$ cat config.mk
export PLATFORM = sky130hd
export DESIGN_NAME = vector_reduce_engine
export DESIGN_NICKNAME = d
export VERILOG_FILES = /design/src/rtl/reduce_pkg.sv /design/src/rtl/reduce_lane_tree.sv /design/src/rtl/vector_reduce_engine.sv
export SDC_FILE = /design/constraint.sdc
export NUM_CORES = 1
export LEC_CHECK = 0
export ABC_AREA = 1
export BUFFER_PORTS_ARGS = -buffer_cell sky130_fd_sc_hd__buf_2
export CAP_MARGIN = 20
export CORE_ASPECT_RATIO = 0.7
export CORE_MARGIN = 5
export CORE_UTILIZATION = 29
export DETAILED_ROUTE_END_ITERATION = 8
export REMOVE_ABC_BUFFERS = 1
export SYNTH_ARGS = -nofsm -noshare
export SYNTH_HDL_FRONTEND = slang
export SYNTH_SLANG_ARGS = --single-unit
$ cat constraint.sdc
create_clock -name clk -period 48.8 [get_ports clk]
set_clock_uncertainty 0.2 [all_clocks]
set_input_delay 2.44 -clock clk [delete_from_list [all_inputs] [get_ports clk]]
set_output_delay 2.44 -clock clk [all_outputs]
set_load 0.01 [all_outputs]
$ cat src/rtl/reduce_pkg.sv
// Shared types and identity/saturation helpers for the vector reduction engine.
package reduce_pkg;

  typedef enum logic [2:0] {
    OpSum = 3'd0,
    OpOr  = 3'd1,
    OpAnd = 3'd2,
    OpXor = 3'd3,
    OpMin = 3'd4,
    OpMax = 3'd5
  } reduce_op_t;

  typedef enum logic [1:0] {
    StIdle,
    StRun,
    StDone
  } state_t;

  // Helpers return 64-bit sign-extended values; callers truncate to their width.
  function automatic logic signed [63:0] sat_max(int unsigned bits);
    return (64'sd1 <<< (bits - 1)) - 64'sd1;
  endfunction

  function automatic logic signed [63:0] sat_min(int unsigned bits);
    return -(64'sd1 <<< (bits - 1));
  endfunction

  function automatic logic signed [63:0] identity(reduce_op_t op, int unsigned bits);
    case (op)
      OpAnd:   return -64'sd1;
      OpMin:   return sat_max(bits);
      OpMax:   return sat_min(bits);
      default: return 64'sd0;
    endcase
  endfunction

endpackage

$ cat src/rtl/reduce_lane_tree.sv
// Folds one chunk of LANES elements into the running accumulator for the latched op.
// With REDUCE_ARGIDX_EN defined, also tracks the index of the selected MIN/MAX element.
module reduce_lane_tree
  import reduce_pkg::*;
#(
  parameter int unsigned BITS  = 8,
  parameter int unsigned LANES = 4,
  parameter int unsigned AW    = 14,
  parameter int unsigned IW    = 6
) (
  input  reduce_op_t              op,
  input  logic signed [AW-1:0]    acc,
  input  logic signed [BITS-1:0]  elems [LANES-1:0],
`ifdef REDUCE_ARGIDX_EN
  input  logic [IW-1:0]           base,
  input  logic [IW-1:0]           idx,
  output logic [IW-1:0]           idx_next,
`endif
  output logic signed [AW-1:0]    acc_next
);

  logic signed [AW-1:0] ext;

  // Non-SUM ops keep the accumulator sign-extended from BITS, so the low bits are the result.
  always_comb begin
    acc_next = acc;
    ext      = '0;
`ifdef REDUCE_ARGIDX_EN
    idx_next = idx;
`endif
    for (int l = 0; l < LANES; l++) begin
      ext = AW'(elems[l]);
      case (op)
        OpSum: acc_next = acc_next + ext;
        OpOr:  acc_next = acc_next | ext;
        OpAnd: acc_next = acc_next & ext;
        OpXor: acc_next = acc_next ^ ext;
        OpMin: begin
          if (ext < acc_next) begin
            acc_next = ext;
`ifdef REDUCE_ARGIDX_EN
            idx_next = base + IW'(l);
`endif
          end
        end
        OpMax: begin
          if (ext > acc_next) begin
            acc_next = ext;
`ifdef REDUCE_ARGIDX_EN
            idx_next = base + IW'(l);
`endif
          end
        end
        default: ;
      endcase
    end
  end

endmodule

$ cat src/rtl/vector_reduce_engine.sv
// Multi-lane signed vector reducer: SUM (saturating), OR, AND, XOR, MIN, MAX.
// Define REDUCE_ARGIDX_EN to add the out_idx port (MIN/MAX element index).
module vector_reduce_engine
  import reduce_pkg::*;
#(
  parameter int unsigned BITS  = 8,
  parameter int unsigned N     = 64,
  parameter int unsigned LANES = 4
) (
  input  logic                   clk,
  input  logic                   rst,
  input  logic signed [BITS-1:0] in [N-1:0],
  input  logic [2:0]             op,
  input  logic                   start,
  output logic                   busy,
  output logic                   done,
  output logic signed [BITS-1:0] out,
  output logic                   ovf,
`ifdef REDUCE_ARGIDX_EN
  output logic [((N > 1) ? $clog2(N) : 1)-1:0] out_idx,
`endif
  output logic                   bad_op
);

  localparam int unsigned K  = N / LANES;
  localparam int unsigned CW = $clog2(K) + 1;
  localparam int unsigned AW = BITS + $clog2(N);
  localparam int unsigned IW = (N > 1) ? $clog2(N) : 1;
  localparam logic signed [AW-1:0] SatHi = AW'(sat_max(BITS));
  localparam logic signed [AW-1:0] SatLo = AW'(sat_min(BITS));

  state_t                 state_q;
  reduce_op_t             op_q;
  logic [CW-1:0]          cnt_q;
  logic signed [AW-1:0]   acc_q, acc_next;
  logic signed [BITS-1:0] vec_q [N-1:0];
  logic signed [BITS-1:0] chunk [LANES-1:0];
  logic                   busy_q, done_q, ovf_q, bad_q;
  logic signed [BITS-1:0] out_q, res;
  logic                   res_ovf;
  logic                   accept, last;
  logic signed [63:0]     ident;

  assign accept = start && (state_q != StRun);
  assign last   = (cnt_q == CW'(K - 1));
  assign ident  = identity(reduce_op_t'(op), BITS);

  always_comb begin
    for (int l = 0; l < LANES; l++) begin
      chunk[l] = vec_q[IW'(int'(cnt_q) * LANES + l)];
    end
  end

`ifdef REDUCE_ARGIDX_EN
  logic [IW-1:0] idx_q, idx_next, idx_q_out, base_idx;
  assign base_idx = IW'(int'(cnt_q) * LANES);
`endif

  reduce_lane_tree #(
    .BITS  (BITS),
    .LANES (LANES),
    .AW    (AW),
    .IW    (IW)
  ) u_tree (
    .op       (op_q),
    .acc      (acc_q),
    .elems    (chunk),
`ifdef REDUCE_ARGIDX_EN
    .base     (base_idx),
    .idx      (idx_q),
    .idx_next (idx_next),
`endif
    .acc_next (acc_next)
  );

  // Final value for the last chunk: clamp SUM, zero for reserved opcodes.
  always_comb begin
    res     = acc_next[BITS-1:0];
    res_ovf = 1'b0;
    case (op_q)
      OpSum: begin
        if (acc_next > SatHi) begin
          res     = SatHi[BITS-1:0];
          res_ovf = 1'b1;
        end else if (acc_next < SatLo) begin
          res     = SatLo[BITS-1:0];
          res_ovf = 1'b1;
        end
      end
      OpOr, OpAnd, OpXor, OpMin, OpMax: ;
      default: res = '0;
    endcase
  end

  // Captured operand needs no reset; it is always rewritten before use.
  always_ff @(posedge clk) begin
    if (accept) vec_q <= in;
  end

  always_ff @(posedge clk or posedge rst) begin
    if (rst) begin
      state_q   <= StIdle;
      op_q      <= OpSum;
      cnt_q     <= '0;
      acc_q     <= '0;
      busy_q    <= 1'b0;
      done_q    <= 1'b0;
      out_q     <= '0;
      ovf_q     <= 1'b0;
      bad_q     <= 1'b0;
`ifdef REDUCE_ARGIDX_EN
      idx_q     <= '0;
      idx_q_out <= '0;
`endif
    end else begin
      case (state_q)
        StIdle, StDone: begin
          if (accept) begin
            state_q   <= StRun;
            op_q      <= reduce_op_t'(op);
            cnt_q     <= '0;
            acc_q     <= AW'(ident);
            busy_q    <= 1'b1;
            done_q    <= 1'b0;
            out_q     <= '0;
            ovf_q     <= 1'b0;
            bad_q     <= 1'b0;
`ifdef REDUCE_ARGIDX_EN
            idx_q     <= '0;
            idx_q_out <= '0;
`endif
          end
        end
        StRun: begin
          acc_q <= acc_next;
          cnt_q <= cnt_q + 1'b1;
`ifdef REDUCE_ARGIDX_EN
          idx_q <= idx_next;
`endif
          if (last) begin
            state_q <= StDone;
            busy_q  <= 1'b0;
            done_q  <= 1'b1;
            out_q   <= res;
            ovf_q   <= res_ovf;
            bad_q   <= (op_q > OpMax);
`ifdef REDUCE_ARGIDX_EN
            idx_q_out <= (op_q == OpMin || op_q == OpMax) ? idx_next : '0;
`endif
          end
        end
        default: state_q <= StIdle;
      endcase
    end
  end

  assign busy   = busy_q;
  assign done   = done_q;
  assign out    = out_q;
  assign ovf    = ovf_q;
  assign bad_op = bad_q;
`ifdef REDUCE_ARGIDX_EN
  assign out_idx = idx_q_out;
`endif

endmodule

==> results.json <==
{
  "synth_area_per_cell_um2": 9.857,
  "seqCellArea_um2": 16290,
  "slew_viol_final": 0,
  "dp_cells": 4772,
  "grt_pass1_vias": 23660,
  "yosys.area.top_type": "edfxtp_1",
  "cts_made_buffers": 56,
  "clkTransAtPathRegs_ps": 60,
  "worstPathRequired_ps": 49110,
  "yosys_warnings": 0,
  "synth_ff_type": "edfxtp_1",
  "gp_congestion": 0.9250,
  "row_count": 98,
  "final_common_cell": "nand2_1",
  "rsz0062_at_grt": "false",
  "yosys.cell_types.count": 58,
  "multi_input_area_um2": 11650,
  "fill_cells": 10360,
  "cts_root_buffer": "clkbuf_16",
  "yosysSeqAreaShare_pct": 54.73,
  "holdPathStages": 2,
  "slew_headroom_pct": 28.19,
  "vias": 24730,
  "die_w_um": 392.7,
  "cts.repair.resized": 0,
  "final_cells": 4897,
  "area_delta_synth_final_pct": 19.18,
  "wire_per_inst_um": 20.96,
  "ios": 530,
  "synth-edff-count": 512,
  "drc": 0,
  "fp.dieH_um": 277.9,
  "ant_nets": 0,
  "final_nets": 4172,
  "drive_above_1_share_pct": 21.82,
  "post-route-period-util_pct": 32.40,
  "die-area_um2": 109200,
  "fin_crit_ps": 15810,
  "vias_per_cell": 5.050,
  "portBuffers": 529,
  "crit_fanout": 57,
  "ys_async_sr_fraction_pct": 6.569,
  "slowest_stage": "xor2_1",
  "synthCells": 3017,
  "status": "completed",
  "grt_max_degree": 179,
  "synth_top_area_share_pct": 51.70,
  "grt_overflow_total": 0,
  "netlist_area_um2": 29740,
  "clock.fmax_mhz": 63.25,
  "finalHoldViolCount": 0,
  "cts_tree": "done",
  "max_cap_viol_count": 0,
  "drt_first_pass_iters": 5,
  "postCtsSetupRepairBufs": 0,
  "initial_core_util_pct": 29.19,
  "grt_pass1_wl_um": 148700,
  "end_kind": "flop",
  "antenna_found_initial": 25,
  "setup_viol": 0,
  "hold-worst-slack_ps": 281.6,
  "hold_path.class": "flop to flop",
  "synth_seq_cells": 548,
  "cts_num_sinks": 548,
  "clk_latency_ps": 620,
  "reg2reg_depth": 75,
  "worst_path_largest_cell_delay_ps": 730,
  "crit_type": "flop to flop",
  "core_um2": 101900,
  "routed_wl_um": 102600,
  "mostFrequentLayoutCells": "nand2_1 (655), buf_2 (529), edfxtp_1 (512)",
  "cp.arrival_ps": 16120,
  "setup_tns_ps": 0,
  "synthTopCellsByArea": "edfxtp_1 (52%), nand2_1 (8.3%), ha_1 (7.2%)",
  "worst_setup_path_start_kind": "flop",
  "drt_iter0_drc": 2376,
  "clk_path_buf_depth": 3,
  "grt.total_usage_pct": 17.81,
  "cts_hold_buf": 0,
  "crit_top_cell": "nand2_1",
  "worstMarginPinSlew_ps": 1077,
  "htreeDepth": 2,
  "hpwl_um": 72610
}
## Yosys cell counts (4+ instances only)
| cell | number |
|---|---|
| dfrtp_1 | 36 |
| o221ai_1 | 26 |
| buf_1 | 14 |
| buf_4 | 22 |
| ha_1 | 170 |
| o21ai_1 | 26 |
| nand4_1 | 9 |
| nor2_1 | 187 |
| a311o_1 | 18 |
| nand2_2 | 40 |
| a221oi_1 | 69 |
| nand3_1 | 195 |
| clkbuf_1 | 56 |
| inv_2 | 36 |
| clkinv_1 | 5 |
| or2_2 | 11 |
| o21ai_0 | 138 |
| edfxtp_1 | 512 |
| a22oi_1 | 13 |
| fa_1 | 4 |
| a21oi_2 | 4 |
| a211oi_1 | 14 |
| o2111ai_1 | 22 |
| or3_1 | 15 |
| nand3_2 | 4 |
| buf_2 | 59 |
| a31oi_1 | 10 |
| nand2_1 | 655 |
| inv_1 | 223 |
| a21oi_1 | 263 |
| a221o_1 | 5 |
| o311ai_0 | 4 |
| o21ai_2 | 13 |
| nand3b_1 | 16 |
| o21bai_1 | 5 |
| o22ai_1 | 30 |
| buf_6 | 7 |
| nor3_1 | 14 |
| o211ai_1 | 33 |
## final timing paths
kind / startpoint / to / slack, ps
worst max register to register: cnt_q[0]$_DFFE_PP0P_ / out[6]$_DFFE_PP0P_ / 32990
worst min-delay path: done$_DFFE_PP0P_ / done$_DFFE_PP0P_ / 280
min in group asynchronous: rst / busy$_DFFE_PP0P_ / 1740
max in group asynchronous: rst / cnt_q[1]$_DFFE_PP0P_ / 46280
worst min register to register: done$_DFFE_PP0P_ / done$_DFFE_PP0P_ / 280
worst max-delay path: cnt_q[0]$_DFFE_PP0P_ / out[6]$_DFFE_PP0P_ / 32990
## routing by layer
layer / wire, um / vias up / track usage (%)
met4: 1778 / 26 / 3.366
li1: - / 11690 / -
met1: 46090 / 11670 / 25.71
met5: 173 / - / 0
met2: 43560 / 1212 / 26.51
met3: 11020 / 137 / 5.421
## critical path: cells and delay by family, from the launching register on
family,cells,cell delay [ps]
compound gates,9,1680
xor+xnor,1,730
fa+ha+maj,4,1580
buf+inv,12,3410
flops,1,710
simple gates,49,7230
## area by class of cell
class | instances | area share (%)
Sequential cell | 548 | 45.96
Multi-Input combinational cell | 2045 | 32.88
Timing Repair Buffer | 565 | 8.339
Tap cell | 1350 | 4.766
Clock buffer | 65 | 4.049
Inverter | 264 | 2.838
Clock inverter | 38 | 1.017
Antenna cell | 22 | 0.1553
## flip-flops by register name (all words and copies together), names as in the netlist
name,cells
done,1
state_q,2
acc_q,14
vec_q,512
ovf,1
busy,1
op_q,3
bad_op,1
out,8
cnt_q,5
## per-stage QoR
stage               setup slack [ps]  utilization, %  area (um^2)
floorplan                      17620               -        28910
global placement               33550           32.97        33590
detailed placement             33390           32.97        33590
CTS                            33350           34.73        35390
global route                   31470           34.74        35400
finish                         32990           34.78        35440
## cells by family after synthesis
kind of cell	after synthesis	share of synthesized area, %
flops	548	54.73
compound gates	712	15.10
xor+xnor	2	0.05891
fa+ha+maj	174	7.422
simple gates	1157	16.57
buf+inv	424	6.113
Power is left out: the tool's default activity adds up to more than one toggle a clock period on the data nets, which glitch-free logic cannot reach.
